==> config.mk <==
export PLATFORM = sky130hd
export DESIGN_NAME = alu_reservation_station
export DESIGN_NICKNAME = d
export VERILOG_FILES = /design/src/rtl/alu_rs_pkg.sv /design/src/rtl/alu_rs_age_picker.sv /design/src/rtl/alu_reservation_station.sv
export SDC_FILE = /design/constraint.sdc
export NUM_CORES = 1
export LEC_CHECK = 0
export BUFFER_PORTS_ARGS = -buffer_cell sky130_fd_sc_hd__clkbuf_2
export CORE_MARGIN = 3
export CORE_UTILIZATION = 53
export CTS_CLUSTER_DIAMETER = 200
export CTS_CLUSTER_SIZE = 24
export DETAILED_ROUTE_END_ITERATION = 8
export GPL_ROUTABILITY_DRIVEN = 1
export HOLD_SLACK_MARGIN = 0.12
export PLACE_DENSITY = 0.83
export SYNTH_ARGS = -nofsm -noshare
export SYNTH_HDL_FRONTEND = slang
export SYNTH_SLANG_ARGS = --single-unit
==> constraint.sdc <==
create_clock -name clk_i -period 4.87 [get_ports clk_i]
set_clock_uncertainty 0.05 [all_clocks]
set_input_delay 0 -clock clk_i [delete_from_list [all_inputs] [get_ports clk_i]]
set_output_delay 0 -clock clk_i [all_outputs]
set_load 0.05 [all_outputs]
==> src/rtl/alu_rs_pkg.sv <==
// Shared types for the ALU reservation station.
//   entry_state_e : lifecycle of one station slot.
//   rs_entry_t    : per-slot control bits (state plus operand-ready flags);
//                   the width-parameterised payload lives in the top module.
package alu_rs_pkg;

  typedef enum logic [1:0] {
    FREE    = 2'd0,
    WAITING = 2'd1,
    READY   = 2'd2
  } entry_state_e;

  typedef struct packed {
    entry_state_e state;
    logic         op1_valid;
    logic         op2_valid;
  } rs_entry_t;

  localparam rs_entry_t RS_ENTRY_EMPTY = '{state: FREE, op1_valid: 1'b0, op2_valid: 1'b0};

endpackage

==> src/rtl/alu_rs_age_picker.sv <==
// Oldest-ready selector built on an age matrix.
//   clk_i, rst_i   : clock, synchronous active-high reset (clears the matrix)
//   alloc_i        : a slot is being written by dispatch this cycle
//   alloc_idx_i    : index of that slot; it becomes the youngest entry
//   ready_i        : per-slot READY flags
//   pick_idx_o     : index of the oldest READY slot (0 when none is READY)
// r_older[i][j] = 1 means slot i was dispatched before slot j.
module alu_rs_age_picker
  import alu_rs_pkg::*;
#(
  parameter int NumEntries = 4,
  parameter int IdxW       = 2
) (
  input  logic                  clk_i,
  input  logic                  rst_i,
  input  logic                  alloc_i,
  input  logic [IdxW-1:0]       alloc_idx_i,
  input  logic [NumEntries-1:0] ready_i,
  output logic [IdxW-1:0]       pick_idx_o
);

  logic [NumEntries-1:0] r_older [NumEntries];
  logic [NumEntries-1:0] w_win;

  always_ff @(posedge clk_i) begin
    if (rst_i) begin
      for (int i = 0; i < NumEntries; i++) r_older[i] <= '0;
    end else if (alloc_i) begin
      // The new slot is younger than every other slot.
      for (int i = 0; i < NumEntries; i++) begin
        for (int j = 0; j < NumEntries; j++) begin
          if (IdxW'(i) == alloc_idx_i)      r_older[i][j] <= 1'b0;
          else if (IdxW'(j) == alloc_idx_i) r_older[i][j] <= 1'b1;
        end
      end
    end
  end

  always_comb begin
    w_win      = '0;
    pick_idx_o = '0;
    for (int i = 0; i < NumEntries; i++) begin
      w_win[i] = ready_i[i];
      for (int j = 0; j < NumEntries; j++) begin
        if (j != i && ready_i[j] && !r_older[i][j]) w_win[i] = 1'b0;
      end
    end
    for (int i = NumEntries - 1; i >= 0; i--) begin
      if (w_win[i]) pick_idx_o = IdxW'(i);
    end
  end

endmodule

==> src/rtl/alu_reservation_station.sv <==
// ALU reservation station: buffers dispatched instructions, snoops the CDB for
// pending operands and issues the oldest READY instruction to the ALU.
//   clk_i, rst_i, flush_i           : clock, sync active-high reset, flush
//   dispatch_*                      : valid/ready handshake plus instruction fields
//   dispatch_opN_valid/tag/value_i  : operand value when valid, else producer tag
//   cdb_valid_i/tag_i/data_i        : common data bus broadcast
//   issue_valid_o/issue_ready_i     : issue handshake to the ALU
//   issue_operation_o, operand1_o, operand2_o, immediate_o, pc_o,
//   issue_dest_tag_o                : issued instruction (zero when not valid)
module alu_reservation_station
  import alu_rs_pkg::*;
#(
  parameter int DatapathWidth     = 32,
  parameter int AluOperationWidth = 5,
  parameter int TagWidth          = 3,
  parameter int NumEntries        = 4
) (
  input  logic                         clk_i,
  input  logic                         rst_i,
  input  logic                         flush_i,
  input  logic                         dispatch_valid_i,
  output logic                         dispatch_ready_o,
  input  logic [AluOperationWidth-1:0] dispatch_operation_i,
  input  logic [TagWidth-1:0]          dispatch_dest_tag_i,
  input  logic [DatapathWidth-1:0]     dispatch_immediate_i,
  input  logic [DatapathWidth-1:0]     dispatch_pc_i,
  input  logic                         dispatch_op1_valid_i,
  input  logic [TagWidth-1:0]          dispatch_op1_tag_i,
  input  logic [DatapathWidth-1:0]     dispatch_op1_value_i,
  input  logic                         dispatch_op2_valid_i,
  input  logic [TagWidth-1:0]          dispatch_op2_tag_i,
  input  logic [DatapathWidth-1:0]     dispatch_op2_value_i,
  input  logic                         cdb_valid_i,
  input  logic [TagWidth-1:0]          cdb_tag_i,
  input  logic [DatapathWidth-1:0]     cdb_data_i,
  output logic                         issue_valid_o,
  input  logic                         issue_ready_i,
  output logic [AluOperationWidth-1:0] issue_operation_o,
  output logic [DatapathWidth-1:0]     operand1_o,
  output logic [DatapathWidth-1:0]     operand2_o,
  output logic [DatapathWidth-1:0]     immediate_o,
  output logic [DatapathWidth-1:0]     pc_o,
  output logic [TagWidth-1:0]          issue_dest_tag_o
);

  localparam int IdxW = (NumEntries > 1) ? $clog2(NumEntries) : 1;

  rs_entry_t                    r_entry     [NumEntries];
  logic [AluOperationWidth-1:0] r_operation [NumEntries];
  logic [TagWidth-1:0]          r_dest_tag  [NumEntries];
  logic [DatapathWidth-1:0]     r_imm       [NumEntries];
  logic [DatapathWidth-1:0]     r_pc        [NumEntries];
  logic [TagWidth-1:0]          r_op1_tag   [NumEntries];
  logic [TagWidth-1:0]          r_op2_tag   [NumEntries];
  logic [DatapathWidth-1:0]     r_op1_data  [NumEntries];
  logic [DatapathWidth-1:0]     r_op2_data  [NumEntries];
  logic                         r_lock;
  logic [IdxW-1:0]              r_lock_idx;

  logic [NumEntries-1:0]    w_free, w_ready, w_cap1, w_cap2;
  logic [IdxW-1:0]          w_alloc_idx, w_pick_idx, w_issue_idx;
  logic                     w_dispatch_fire, w_issue_fire;
  logic                     w_d_op1_vld, w_d_op2_vld;
  logic [DatapathWidth-1:0] w_d_op1_val, w_d_op2_val;

  always_comb begin
    w_free      = '0;
    w_ready     = '0;
    w_cap1      = '0;
    w_cap2      = '0;
    w_alloc_idx = '0;
    for (int i = 0; i < NumEntries; i++) begin
      w_free[i]  = (r_entry[i].state == FREE);
      w_ready[i] = (r_entry[i].state == READY);
      w_cap1[i]  = cdb_valid_i && (r_entry[i].state == WAITING) &&
                   !r_entry[i].op1_valid && (cdb_tag_i == r_op1_tag[i]);
      w_cap2[i]  = cdb_valid_i && (r_entry[i].state == WAITING) &&
                   !r_entry[i].op2_valid && (cdb_tag_i == r_op2_tag[i]);
    end
    for (int i = NumEntries - 1; i >= 0; i--) begin
      if (w_free[i]) w_alloc_idx = IdxW'(i);
    end
  end

  // Both handshakes depend only on registered state, so issue_ready_i never
  // reaches dispatch_ready_o.
  assign dispatch_ready_o = |w_free;
  assign issue_valid_o    = |w_ready;
  assign w_dispatch_fire  = dispatch_valid_i && dispatch_ready_o && !flush_i;
  // A stalled issue stays on its slot even if an older slot becomes READY.
  assign w_issue_idx      = r_lock ? r_lock_idx : w_pick_idx;
  assign w_issue_fire     = issue_valid_o && issue_ready_i && !flush_i;

  // A broadcast in the dispatch cycle is captured directly so it is never lost.
  assign w_d_op1_vld = dispatch_op1_valid_i || (cdb_valid_i && cdb_tag_i == dispatch_op1_tag_i);
  assign w_d_op2_vld = dispatch_op2_valid_i || (cdb_valid_i && cdb_tag_i == dispatch_op2_tag_i);
  assign w_d_op1_val = dispatch_op1_valid_i ? dispatch_op1_value_i : cdb_data_i;
  assign w_d_op2_val = dispatch_op2_valid_i ? dispatch_op2_value_i : cdb_data_i;

  alu_rs_age_picker #(
    .NumEntries (NumEntries),
    .IdxW       (IdxW)
  ) u_age_picker (
    .clk_i       (clk_i),
    .rst_i       (rst_i),
    .alloc_i     (w_dispatch_fire),
    .alloc_idx_i (w_alloc_idx),
    .ready_i     (w_ready),
    .pick_idx_o  (w_pick_idx)
  );

  always_ff @(posedge clk_i) begin
    if (rst_i || flush_i) begin
      for (int i = 0; i < NumEntries; i++) r_entry[i] <= RS_ENTRY_EMPTY;
      r_lock     <= 1'b0;
      r_lock_idx <= '0;
    end else begin
      r_lock     <= issue_valid_o && !issue_ready_i;
      r_lock_idx <= w_issue_idx;
      for (int i = 0; i < NumEntries; i++) begin
        case (r_entry[i].state)
          FREE: begin
            if (w_dispatch_fire && w_alloc_idx == IdxW'(i)) begin
              r_entry[i].op1_valid <= w_d_op1_vld;
              r_entry[i].op2_valid <= w_d_op2_vld;
              r_entry[i].state     <= (w_d_op1_vld && w_d_op2_vld) ? READY : WAITING;
            end
          end
          WAITING: begin
            // Operand flags set by a capture promote the slot one cycle later,
            // so a broadcast never forwards straight to issue.
            if (w_cap1[i]) r_entry[i].op1_valid <= 1'b1;
            if (w_cap2[i]) r_entry[i].op2_valid <= 1'b1;
            if (r_entry[i].op1_valid && r_entry[i].op2_valid) r_entry[i].state <= READY;
          end
          READY: begin
            if (w_issue_fire && w_issue_idx == IdxW'(i)) r_entry[i] <= RS_ENTRY_EMPTY;
          end
          default: r_entry[i] <= RS_ENTRY_EMPTY;
        endcase
      end
    end
  end

  always_ff @(posedge clk_i) begin
    for (int i = 0; i < NumEntries; i++) begin
      if (w_dispatch_fire && w_alloc_idx == IdxW'(i)) begin
        r_operation[i] <= dispatch_operation_i;
        r_dest_tag[i]  <= dispatch_dest_tag_i;
        r_imm[i]       <= dispatch_immediate_i;
        r_pc[i]        <= dispatch_pc_i;
        r_op1_tag[i]   <= dispatch_op1_tag_i;
        r_op2_tag[i]   <= dispatch_op2_tag_i;
        r_op1_data[i]  <= w_d_op1_val;
        r_op2_data[i]  <= w_d_op2_val;
      end else begin
        if (w_cap1[i]) r_op1_data[i] <= cdb_data_i;
        if (w_cap2[i]) r_op2_data[i] <= cdb_data_i;
      end
    end
  end

  always_comb begin
    issue_operation_o = '0;
    operand1_o        = '0;
    operand2_o        = '0;
    immediate_o       = '0;
    pc_o              = '0;
    issue_dest_tag_o  = '0;
    if (issue_valid_o) begin
      issue_operation_o = r_operation[w_issue_idx];
      operand1_o        = r_op1_data[w_issue_idx];
      operand2_o        = r_op2_data[w_issue_idx];
      immediate_o       = r_imm[w_issue_idx];
      pc_o              = r_pc[w_issue_idx];
      issue_dest_tag_o  = r_dest_tag[w_issue_idx];
    end
  end

endmodule
==> flow_summary.yaml <==
status:
  status: "finished, final reports clean"
sta:
  maxSlewHeadroom: 0.213
  fin_crit_sh: 0.808
  period_needed_ns: 3.94
  drv_slew: 0
  max_freq_mhz: 254
  tightest_slew_ns: 1.18
  setup-violations-final: 0
  setup_tns_ns: 0
  rsz0062_at_grt: "no"
  finalHoldWorstSlack_ns: 0.129
  hold_violations: 0
clocking:
  worst_skew_pair.late_latency_ns: 0.61
  ctsResizeCount: 0
  cts_num_sinks: 599
  cts_hold_buf: 275
  cts_setup_buffers: 0
  cts.path.max_buffers: 3
  h-tree-depth: 1
  numCtsBuffers: 28
  cts.clk_slew.worst_paths_ns: 0.10
  cts_tree: "built"
  cts_root_buf: "clkbuf_16"
drt:
  drc: 0
  first_pass_iters: 5
  dr_total_vias: 16717
  routed_wl_mm: 69.3
  first_iter_violations: 1653
  ant_nets: 0
  wire_per_inst_microns: 25.2
  via_per_inst: 6.09
yosys:
  synth_compound_area_frac: 0.0772
  synth_fp_nets: 1749
  ys_async_sr_fraction: 0
  synth_xor_area_frac: 0.0102
  synth_top_family_by_area: "multiplexers"
  synth_adder_area_share: 0
  postSynthCellCount: 1564
  synth_edf_count: 596
  synthesis.area_sq_um: 25700
  syn_avg_cell_area_sq_um: 16.4
  synth_cell_type_count: 51
  synthFlopType: "edfxtp_1"
  ys_warn_count: 0
  yosys.area_share.simple: 0.0255
  ys_seq_area_frac: 0.700
  synth_mux_area_frac: 0.165
  synth_seq_cells: 599
critical_path:
  cp.depth: 9
  crit_family: "simple AND/OR/NAND/NOR gates"
  path_cells: "or3b_1 > a41oi_2 > a31oi_1 > nor2_4 > buf_4 > buf_4 > a22oi_1 > o21ai_1 > clkbuf_2"
  critPathCaptureType: "primary output"
  crit_path_frequent_cell: "buf_4"
  cp_max_fo: 21
  path_class: "flop to primary output"
  arrival_ns: 3.89
  crit_path_start_kind: "flop"
  worst-path-buf-inv: 3
  worst_r2r_path_depth: 7
  required_ns: 4.82
  slowest_stage: "nor2_4"
  critPathMaxStageDelay_ns: 0.63
hold_path:
  hold_class: "input port to flop"
  whs_path_depth: 2
placed_design:
  port_buffers: 322
  routabilityCongestion: 0.888
  place_area_sq_um: 27800
  hpwl_mm: 38.1
  dp_cells: 2426
power:
  p_total_mw: 10.7
  leakage_nw: 11.6
  irDropWorstVdd_mv: 0.288
  power_density_nw_per_um2: 340
layout:
  drive_gt1_frac: 0.309
  fin_area_sq_um: 31400
  fin_cells: 2747
  fillerInstances: 3131
  areaGrowthSynthToFinish_pct: 22.2
  nNetsFinal: 2302
die:
  coreArea_sq_um: 47700
  die_area_sq_um: 51100
  boundaryPins: 323
  die_height_microns: 226
  start_util: 0.537
  fp.dieW_microns: 226
  row_count: 80
grt:
  globalRouteOverflowTotal: 0
  grt_pass1_wl_mm: 103
  grt_max_degree: 122
  grt_pass1_vias: 17301
  track_usage: 0.262
  antenna_found_initial: 4
flow_run:
  maxCapViolCount: 0
[cell usage after synthesis, types with 2 or more instances]
master	instances	share of area
nand2_1	41	0.0060
or3b_1	3	0.0010
a41oi_1	2	0.00068
buf_1	18	0.0026
a22oi_1	136	0.040
clkbuf_2	4	0.00078
xor2_1	2	0.00068
or2_2	2	0.00049
inv_1	19	0.0028
mux2_2	256	0.11
or3b_2	4	0.0014
clkbuf_1	31	0.0045
nand3_1	7	0.0014
buf_2	21	0.0041
xnor2_1	28	0.0096
a21oi_1	6	0.0012
o2111a_1	2	0.00088
or4_1	3	0.00088
nand4_1	10	0.0024
o22ai_1	6	0.0015
edfxtp_1	596	0.70
nor3b_1	3	0.00088
dfxtp_1	3	0.0023
a41oi_2	2	0.0013
nand2b_1	10	0.0024
nor2_1	24	0.0035
o21ai_1	119	0.023
or3_1	3	0.00073
buf_6	14	0.0061
o31ai_1	2	0.00058
buf_4	3	0.00088
mux2i_1	136	0.053
o21ai_0	25	0.0049
nor2b_1	6	0.0015
[metrics by stage]
step / worst slack (ns) / utilization
2_1_floorplan: 1.19 / -
3_3_place_gp: 1.76 / 0.583
3_5_place_dp: 1.62 / 0.583
4_1_cts: 0.934 / 0.657
5_1_grt: 0.750 / 0.657
6_report: 0.934 / 0.657
[cell type report]
cell class	instances	area (sq um)	share of cell area
repair buffers	614	4580	0.146
clock inverters	1	16.3	0.000519
well taps	615	769	0.0245
multi-input cells	855	7210	0.230
inverters	19	76.3	0.00243
clock buffers	42	753	0.0240
diodes	2	5.00	0.000160
flip-flops and latches	599	18000	0.573
[worst reg2reg max path, stage by stage (launching register included)]
cell and delay (ns):
edfxtp_1 0.48, nor2b_1 0.23, nand2_1 0.10, nor2_1 0.16
nand4_1 0.35, nand2_2 0.96, mux2_2 0.45, dlygate4sd3_1 0.57
[sequential cells by signal, indices dropped and copies added (netlist names)]
signal,count
r_op2_data,128
r_op1_tag,12
r_lock,1
r_pc,128
r_operation,20
u_age_picker.r_older,12
r_op2_tag,12
r_imm,128
r_dest_tag,12
r_lock_idx,2
r_entry,16
r_op1_data,128
[power by group]
| group | total [mW] | switching, mW | leakage [nW] | internal [mW] |
|---|---|---|---|---|
| clock | 2.63 | 1.55 | 0.368 | 1.08 |
| combinational | 2.15 | 1.45 | 5.74 | 0.695 |
| sequential | 5.90 | 0.0474 | 5.49 | 5.85 |
[cells in the final DEF (no fill, tap or decap), types with 24 or more instances in the layout]
| cell type | Yosys | final |
|---|---|---|
| dlygate4sd3_1 | 0 | 276 |
| nor2_1 | 24 | 24 |
| a22oi_1 | 136 | 136 |
| mux2_2 | 256 | 256 |
| nand2_1 | 41 | 25 |
| clkbuf_16 | 0 | 28 |
| clkbuf_2 | 4 | 322 |
| o21ai_1 | 119 | 119 |
| xnor2_1 | 28 | 28 |
| mux2i_1 | 136 | 136 |
| o21ai_0 | 25 | 25 |
| edfxtp_1 | 596 | 596 |
[layer usage]
| layer | vias up | part of all wire | GRT usage |
|---|---|---|---|
| li1 | 7270 | - | - |
| met1 | 8440 | 0.38 | 0.334 |
| met2 | 892 | 0.51 | 0.464 |
| met3 | 111 | 0.084 | 0.0487 |
| met4 | 4 | 0.023 | 0.0717 |
| met5 | - | 0.00039 | 0 |
[final timing paths]
check / from / slack, ns / end
worst max-delay path: r_entry[3][2]$_SDFFCE_PP0P_ / 0.93 / immediate_o[26]
worst min-delay path: dispatch_immediate_i[29] / 0.13 / r_imm[2][29]$_DFFE_PN_
worst max register to register: r_entry[3][3]$_SDFFCE_PP0P_ / 1.27 / r_op2_data[3][7]$_DFFE_PP_
worst min register to register: r_entry[0][1]$_SDFFCE_PP0P_ / 0.60 / r_entry[0][3]$_SDFFCE_PP0P_
[cell families (layout without fill, tap and decap cells)]
| family | count (synthesis) | after routing |
|---|---|---|
| flops | 599 | 599 |
| mux | 392 | 392 |
| compound gates | 308 | 308 |
| simple gates | 125 | 125 |
| buf+inv | 110 | 676 |
| xor+xnor | 30 | 30 |
| other cells | 0 | 2 |
No activity file was read; power rests on OpenSTA's default activity.
